--- src/rtl/object_move_if.sv ---
// Control/position bus for object_move: flight commands and velocity in,
// whole-pixel position and flight status out.
interface object_move_if;
    logic       moveclk;
    logic       launch;
    logic       kill;
    logic [9:0] initx;
    logic [8:0] inity;
    logic [9:0] vx;
    logic [8:0] vy;
    logic [1:0] vdx;
    logic [1:0] vdy;
    logic [9:0] x;
    logic [8:0] y;
    logic       active;
    logic       exited;

    modport master (
        output moveclk, launch, kill, initx, inity, vx, vy, vdx, vdy,
        input  x, y, active, exited
    );
    modport slave (
        input  moveclk, launch, kill, initx, inity, vx, vy, vdx, vdy,
        output x, y, active, exited
    );
endinterface

--- src/rtl/object_move.sv ---
// Sub-pixel object flight: launch, per-tick velocity integration, exit detection
// at left/right/bottom edges, clamping at the top edge.
module object_move #(
    parameter int XMAX = 640,
    parameter int YMAX = 480,
    parameter int FRAC = 4
) (
    input  logic         clk_i,
    input  logic         rst_i,
    object_move_if.slave bus
);
    localparam int PXW = 10 + FRAC;
    localparam int PYW = 9 + FRAC;
    localparam logic [10:0] XLIM = 11'(XMAX);
    localparam logic [9:0]  YLIM = 10'(YMAX);

    typedef enum logic [1:0] {IDLE, FLY, EXIT} state_t;

    state_t         state_q;
    logic [PXW-1:0] px_q, px_d;
    logic [PYW-1:0] py_q, py_d;
    logic [PXW:0]   xsum;
    logic [PYW:0]   ysum;
    logic           xexit, yexit;

    assign xsum = {1'b0, px_q} + (PXW+1)'(bus.vx);
    assign ysum = {1'b0, py_q} + (PYW+1)'(bus.vy);

    // Candidate positions for this tick; only committed if neither axis exits.
    always_comb begin
        xexit = 1'b0;
        yexit = 1'b0;
        px_d  = px_q;
        py_d  = py_q;
        if (bus.vdx[1]) begin
            if (bus.vdx[0]) begin
                if (xsum[PXW] || ({1'b0, xsum[PXW-1:FRAC]} >= XLIM)) xexit = 1'b1;
                else px_d = xsum[PXW-1:0];
            end else begin
                if (PXW'(bus.vx) > px_q) xexit = 1'b1;
                else px_d = px_q - PXW'(bus.vx);
            end
        end
        if (bus.vdy[1]) begin
            if (bus.vdy[0]) begin
                if (ysum[PYW] || ({1'b0, ysum[PYW-1:FRAC]} >= YLIM)) yexit = 1'b1;
                else py_d = ysum[PYW-1:0];
            end else begin
                // Top edge clamps rather than ending the flight.
                if (PYW'(bus.vy) > py_q) py_d = '0;
                else py_d = py_q - PYW'(bus.vy);
            end
        end
    end

    always_ff @(posedge clk_i) begin
        if (rst_i) begin
            state_q <= IDLE;
            px_q    <= '0;
            py_q    <= '0;
        end else if (bus.launch) begin
            state_q <= FLY;
            px_q    <= {bus.initx, {FRAC{1'b0}}};
            py_q    <= {bus.inity, {FRAC{1'b0}}};
        end else begin
            case (state_q)
                FLY: begin
                    if (bus.kill) begin
                        state_q <= IDLE;
                    end else if (bus.moveclk) begin
                        if (xexit || yexit) begin
                            state_q <= EXIT;
                        end else begin
                            px_q <= px_d;
                            py_q <= py_d;
                        end
                    end
                end
                EXIT:    state_q <= IDLE;
                default: state_q <= IDLE;
            endcase
        end
    end

    assign bus.x      = px_q[PXW-1:FRAC];
    assign bus.y      = py_q[PYW-1:FRAC];
    assign bus.active = (state_q == FLY);
    assign bus.exited = (state_q == EXIT);
endmodule

--- src/flat_wrapper.sv ---
// flat-port wrapper written by rule: the top's interface ports become plain ports
module object_move_flat 
#(
    parameter int XMAX = 640,
    parameter int YMAX = 480,
    parameter int FRAC = 4
)
  (clk_i, rst_i, bus_moveclk, bus_launch, bus_kill, bus_initx, bus_inity, bus_vx, bus_vy, bus_vdx, bus_vdy, bus_x, bus_y, bus_active, bus_exited);
  object_move_if bus_i ();
  input  logic clk_i;
  input  logic rst_i;
  input wire logic [$bits(bus_i.moveclk)-1:0] bus_moveclk;
  input wire logic [$bits(bus_i.launch)-1:0] bus_launch;
  input wire logic [$bits(bus_i.kill)-1:0] bus_kill;
  input wire logic [$bits(bus_i.initx)-1:0] bus_initx;
  input wire logic [$bits(bus_i.inity)-1:0] bus_inity;
  input wire logic [$bits(bus_i.vx)-1:0] bus_vx;
  input wire logic [$bits(bus_i.vy)-1:0] bus_vy;
  input wire logic [$bits(bus_i.vdx)-1:0] bus_vdx;
  input wire logic [$bits(bus_i.vdy)-1:0] bus_vdy;
  output wire logic [$bits(bus_i.x)-1:0] bus_x;
  output wire logic [$bits(bus_i.y)-1:0] bus_y;
  output wire logic [$bits(bus_i.active)-1:0] bus_active;
  output wire logic [$bits(bus_i.exited)-1:0] bus_exited;
  assign bus_i.moveclk = bus_moveclk;
  assign bus_i.launch = bus_launch;
  assign bus_i.kill = bus_kill;
  assign bus_i.initx = bus_initx;
  assign bus_i.inity = bus_inity;
  assign bus_i.vx = bus_vx;
  assign bus_i.vy = bus_vy;
  assign bus_i.vdx = bus_vdx;
  assign bus_i.vdy = bus_vdy;
  assign bus_x = bus_i.x;
  assign bus_y = bus_i.y;
  assign bus_active = bus_i.active;
  assign bus_exited = bus_i.exited;
  object_move #(.XMAX(XMAX), .YMAX(YMAX), .FRAC(FRAC)) u_core (.clk_i(clk_i), .rst_i(rst_i), .bus(bus_i));
endmodule
--- config.mk ---
export PLATFORM = sky130hd
export DESIGN_NAME = object_move_flat
export DESIGN_NICKNAME = d
export VERILOG_FILES = /design/src/rtl/object_move_if.sv /design/src/rtl/object_move.sv /design/src/flat_wrapper.sv
export SDC_FILE = /design/constraint.sdc
export NUM_CORES = 1
export LEC_CHECK = 0
export CORE_ASPECT_RATIO = 1.25
export CORE_MARGIN = 3
export CORE_UTILIZATION = 35
export DETAILED_ROUTE_END_ITERATION = 6
export GPL_TIMING_DRIVEN = 0
export SLEW_MARGIN = 20
export SYNTH_ARGS = -nofsm -noshare
export SYNTH_HDL_FRONTEND = slang
export SYNTH_SLANG_ARGS = --single-unit
--- constraint.sdc ---
create_clock -name clk_i -period 6.1 [get_ports clk_i]
set_input_delay 0.61 -clock clk_i [delete_from_list [all_inputs] [get_ports clk_i]]
set_output_delay 0.61 -clock clk_i [all_outputs]
set_load 0.05 [all_outputs]
Yosys cells after proc, flatten, opt, wreduce, memory -nomap -nowiden
Index checks and enable logic that the tools add are counted.

ROM bits: 0. Bits in latches: 0. Bits in registers: 29. Bits in writable memories: 0. Logic and storage cells: 74. Memories: 0.

Add/subtract/negate cells: 4. $lt $le $gt $ge: 4. Multiplexer cells: 30. Reductions and logical operators: 15. Multiply operators: 0. Div/mod/pow operators: 0. Eq/ne operators: 12. Bitwise logic cells: 3. Shift operators: 0.

Operators by type and width (number): $mux 14 (9); $mux 13 (9); $add 14x10->15 (1); $add 13x9->14 (1); $gt 10x14->1 (1); $reduce_and 7->1 (2); $sub 14x10->14 (1); $gt 9x13->1 (1); $sub 13x9->13 (1); $mux 1 (12); $reduce_and 6->1 (2); $ge 10x10->1 const B (1); $ne 2x2->1 const B (5); $ge 9x9->1 const B (1); $ne 3x3->1 const B (3); $reduce_bool 2->1 (4); $ne 4x3->1 const B (1); $ne 4x4->1 const B (1); $reduce_and 2->1 (2); $reduce_or 4->1 (1); $logic_or 1x1->1 (3); $not 1->1 (3); $eq 2x1->1 const B (1); $eq 2x2->1 const B (1); $reduce_or 2->1 (1).

Logic depth before layout (Yosys ltp)
Depth in word-level cells: 12. Mapped depth: 12. Depth with buffers taken out: 12.

Worst setup path before layout
OpenSTA, ideal clock, no wires.

Path kind: input to register. Start point: input port bus_vx[2]. End point: register u_core.py_q[12]. Library setup time: 120 ps. Path buffers: 1. Stages on the path: 11. Setup slack: 2836 ps. Arrival: 3144 ps. Required time: 5980 ps. Path through: inv_1 -> ha_1 -> nand2b_1 -> a2111o_1 -> a211oi_1 -> o21ai_0 -> a311o_2 -> and3_1 -> buf_2 -> and3_1 -> a211o_1.

Cells in the longest elaborated chain, start to end: 9. Elaborated cells between the ends (all ways): 11.

RTL lines: start, declared (RTL line flat_wrapper.sv:17) `input wire logic [$bits(bus_i.vx)-1:0] bus_vx;`; $add 14x10->15 (RTL line object_move.sv:26) `assign xsum = {1'b0, px_q} + (PXW+1)'(bus.vx);`; $ge 10x10->1 (RTL line object_move.sv:37) `if (xsum[PXW] || ({1'b0, xsum[PXW-1:FRAC]} >= XLIM)) xexit = 1'b1;`; $logic_or 1x1->1 (RTL line object_move.sv:37); $mux 1 (RTL line object_move.sv:37); $mux 1 (*) (RTL line object_move.sv:36) `if (bus.vdx[0]) begin`; $mux 1 (*) (RTL line object_move.sv:35) `if (bus.vdx[1]) begin`; $logic_or 1x1->1 (*) (RTL line object_move.sv:71) `if (xexit || yexit) begin`; $ne 2x2->1 (no source line) (*); $reduce_and 6->1 (no source line) (*); end signal, assigned (RTL line object_move.sv:64) `py_q <= {bus.inity, {FRAC{1'b0}}};`; end signal, assigned (RTL line object_move.sv:75) `py_q <= py_d;`; end, declared (RTL line object_move.sv:21) `logic [PYW-1:0] py_q, py_d;`.

Every way passes the cells marked *; elsewhere a longest branch is shown, timed or not. A chain may end at the register's enable or synchronous reset.

Worst setup path after layout
Start point: input port bus_vx[1]. End point: register u_core.py_q[7].

Same word-level chain as after synthesis.

==> flow_summary.json <==
{
  "syn_avg_cell_area_sq_um": 7.65,
  "root_buffer": "clkbuf_16",
  "power.total_w": 0.000819,
  "numCtsBuffers": 5,
  "ys_ff_latch": 29,
  "drc": 0,
  "internal_power_w": 0.000543,
  "dieHeight_um": 123,
  "first_global_vias": 3963,
  "n_fill_cell": 1089,
  "switching_share": 0.337,
  "hold_class": "reg -> reg",
  "required_ns": 6.28,
  "synthToLayoutAreaGrowth_pct": 25.6,
  "finClkSkew_ns": 0.00490,
  "drtIter0Drc": 157,
  "synth-seq-area-share": 0.150,
  "holdWs_ns": 0.475,
  "first_pass_iters": 4,
  "seq_area_sq_um": 581,
  "clock_path_buffers": 2,
  "synth_ff_type": "dfxtp_1",
  "crit_buf_inv": 2,
  "final_cells": 710,
  "fin_setup_tns_ns": 0,
  "cp_top_family": "compound AO/OA/AOI/OAI gates",
  "tightest_slew_ns": 0.648,
  "track_usage": 0.186,
  "multi_input_area_sq_mm": 0.00274,
  "place.port_buffers": 65,
  "syn-cell-area_sq_mm": 0.00386,
  "endpoint": "u_core.py_q[7]$_SDFFE_PP0P_",
  "r2r.worst_path.cells": 9,
  "yosysUniqueCellTypes": 75,
  "die_w_um": 100,
  "ys_top_cells_by_area": "dfxtp_1, ha_1, inv_1",
  "clkSlewWorstSetupHoldPaths_ns": 0.05,
  "maxCapViolations": 0,
  "critical-path-slowest-cell": "clkdlybuf4s50_1",
  "arrival_ns": 4.02,
  "insertedDiodeCount": 0,
  "slew_violations": 0,
  "ant_nets": 0,
  "drive_gt1_frac": 0.109,
  "placed_cells": 702,
  "cts.sinks": 29,
  "critPathMaxStageDelay_ns": 0.58,
  "ys.warnings.count": 0,
  "ctsResizeCount": 0,
  "netlist.area_leader.share": 0.150,
  "syn_nets": 594,
  "r2r_slack_ns": 2.84,
  "pin_count": 68,
  "design.die.area_sq_mm": 0.0123,
  "routedWlPerCell_um": 16.2,
  "ys_async_sr_fraction": 0,
  "postCtsSetupRepairBufs": 0,
  "synth_top_cell_by_area": "dfxtp_1",
  "place.gp.congestion": 0.871,
  "core_sq_mm": 0.0107,
  "cts_hold_buffers": 0,
  "wirelength_mm": 11.5,
  "crit_path_end_kind": "register",
  "overflow": 0,
  "start_util": 0.362,
  "crit_chain": "clkdlybuf4s50_1 > inv_1 > ha_1 > nor2b_1 > o311ai_0 > a211oi_2 > o41ai_1 > a311o_2 > nand3_1 > or3_1 > a311oi_1",
  "critPathKind": "in -> reg",
  "startpoint_type": "input pin",
  "setup_viol": 0,
  "status": "finished clean",
  "clockPowerShare": 0.359,
  "via_per_inst": 5.61,
  "cts_tree": "done",
  "fmax_ghz": 0.261,
  "power.density_mw_per_mm2": 169,
  "finalHoldViolCount": 0,
  "peakVddDrop_mv": 0.104,
  "grt_pass1_wl_mm": 18.6,
  "timing.rr.end": "u_core.py_q[12]$_SDFFE_PP0P_",
  "rsz0062_at_grt": "no",
  "p_sw_w": 0.000276,
  "grt_max_degree": 11,
  "h-tree-depth": 2,
  "pwr-share-seq": 0.259,
  "dp_hpwl_mm": 9.38,
  "rr_startpoint": "u_core.px_q[2]$_SDFFE_PP0P_",
  "final.period_utilization": 0.629,
  "finalNetCount": 666,
  "maxSlewHeadroom": 0.557,
  "vias": 3980,
  "rows": 42,
  "critPathLaunch": "bus_vx[1]",
  "power.share.combinational": 0.382,
  "leakage_nw": 2.01,
  "crit_cells": 11,
  "syn_inst": 505,
  "antenna_found_initial": 0,
  "crit_fanout": 4,
  "layout_min_cycle_time_ns": 3.84,
  "synth_edf_count": 0,
  "clk_latency_ns": 0.28
}
==> layer usage <==
metal / share of wire / GRT usage / up-vias
li1: - / - / 1976
met1: 0.40 / 0.207 / 1886
met2: 0.54 / 0.359 / 94
met3: 0.037 / 0.0158 / 24
met4: 0.032 / 0.0758 / 0
met5: 0 / 0 / -
==> worst min-delay path: cells and delay by family, from the launching register on <==
family | cells | cell delay (ns)
AO/OA/AOI/OAI | 1 | 0.05
AND/OR/NAND/NOR | 1 | 0.06
flip-flops | 1 | 0.32
==> stage by stage <==
stage | cell area [sq um] | setup slack, ns | util
after floorplan | 3860 | 2.84 | -
after CTS | 4850 | 2.23 | 0.455
after global placement | 4680 | 2.01 | 0.439
after detailed placement | 4680 | 1.94 | 0.439
final | 4850 | 2.26 | 0.455
after global routing | 4850 | 2.04 | 0.455
==> cell families (layout without fill, tap and decap cells) <==
logic type	after synthesis	after routing	synth area share
AND/OR/NAND/NOR	162	162	0.217
adder cells (fa/ha/maj)	42	42	0.144
XOR/XNOR	12	12	0.0272
AO/OA/AOI/OAI	162	162	0.314
buffers and inverters	96	169	0.142
flip-flops	29	29	0.150
multiplexers	2	2	0.00518
==> synthesized netlist by cell type (3+ instances only) <==
library cell   n
a2111oi_0      5
a211oi_1       8
a21o_1         8
a21oi_1       29
a22oi_1        3
a311oi_1      18
and3_1         6
buf_2          3
buf_4         20
buf_6          6
clkbuf_1      10
clkbuf_8       5
dfxtp_1       29
fa_1           4
ha_1          38
inv_1         48
nand2_1       27
nand2b_1       9
nand3_1       23
nor2_1        41
nor2b_1        8
nor3_1        11
nor3b_1        3
nor4_1         6
o211a_1        3
o21a_1         4
o21ai_0       31
o221ai_1       5
o31a_1         5
o31ai_1        8
or2_2          4
or3_1          7
or4_1          5
xnor2_1       10
==> placed cells by master, fill, tap and decap left out, types with 6 or more instances in the layout <==
master           Yosys  routed
buf_6                6       6
and3_1               6       6
nand2b_1             9       9
nor3_1              11      11
clkbuf_1            10      11
a21oi_1             29      29
o31ai_1              8       8
inv_1               48      48
buf_4               20      20
clkdlybuf4s50_1      0      65
o21ai_0             31      31
nor2_1              41      41
or3_1                7       7
nor2b_1              8       8
a211oi_1             8       8
nand2_1             27      27
ha_1                38      38
a21o_1               8       8
clkbuf_8             5       6
nor4_1               6       6
a311oi_1            18      18
dfxtp_1             29      29
xnor2_1             10      10
nand3_1             23      23
==> layout make-up <==
| class | count | area share |
|---|---|---|
| clock inverters | 1 | 0.00619 |
| well taps | 132 | 0.0340 |
| flip-flops and latches | 29 | 0.120 |
| plain buffers | 47 | 0.0753 |
| inverters | 49 | 0.0379 |
| clock buffers | 7 | 0.0294 |
| multi-input cells | 380 | 0.564 |
| repair buffers | 65 | 0.134 |
==> worst min path at each step <==
stage                                           start                     endpoint  slack (ns)  cells past startpoint
final                     u_core.py_q[0]$_SDFFE_PP0P_  u_core.py_q[0]$_SDFFE_PP0P_        0.47                      2
after global routing      u_core.py_q[0]$_SDFFE_PP0P_  u_core.py_q[0]$_SDFFE_PP0P_        0.49                      2
after CTS                 u_core.py_q[0]$_SDFFE_PP0P_  u_core.py_q[0]$_SDFFE_PP0P_        0.48                      2
after detailed placement  u_core.py_q[0]$_SDFFE_PP0P_  u_core.py_q[0]$_SDFFE_PP0P_        0.47                      2
after global placement    u_core.py_q[0]$_SDFFE_PP0P_  u_core.py_q[0]$_SDFFE_PP0P_        0.46                      2
after floorplan           u_core.py_q[0]$_SDFFE_PP0P_  u_core.py_q[0]$_SDFFE_PP0P_        0.45                      2
==> registers in the layout (all words and copies together), names as in the netlist <==
register        cells
u_core.px_q        14
u_core.py_q        13
u_core.state_q      2
==> power groups by stage <==
stage          clock, W  sequential (W)  combinational, W
3_5_place_dp          0        0.000216          0.000312
4_1_cts        0.000297        0.000212          0.000313
3_3_place_gp          0        0.000216          0.000309
6_report       0.000294        0.000212          0.000313
5_1_grt        0.000307        0.000214          0.000343
2_1_floorplan         0        0.000211          0.000218
(Power assumes the default switching activity.)
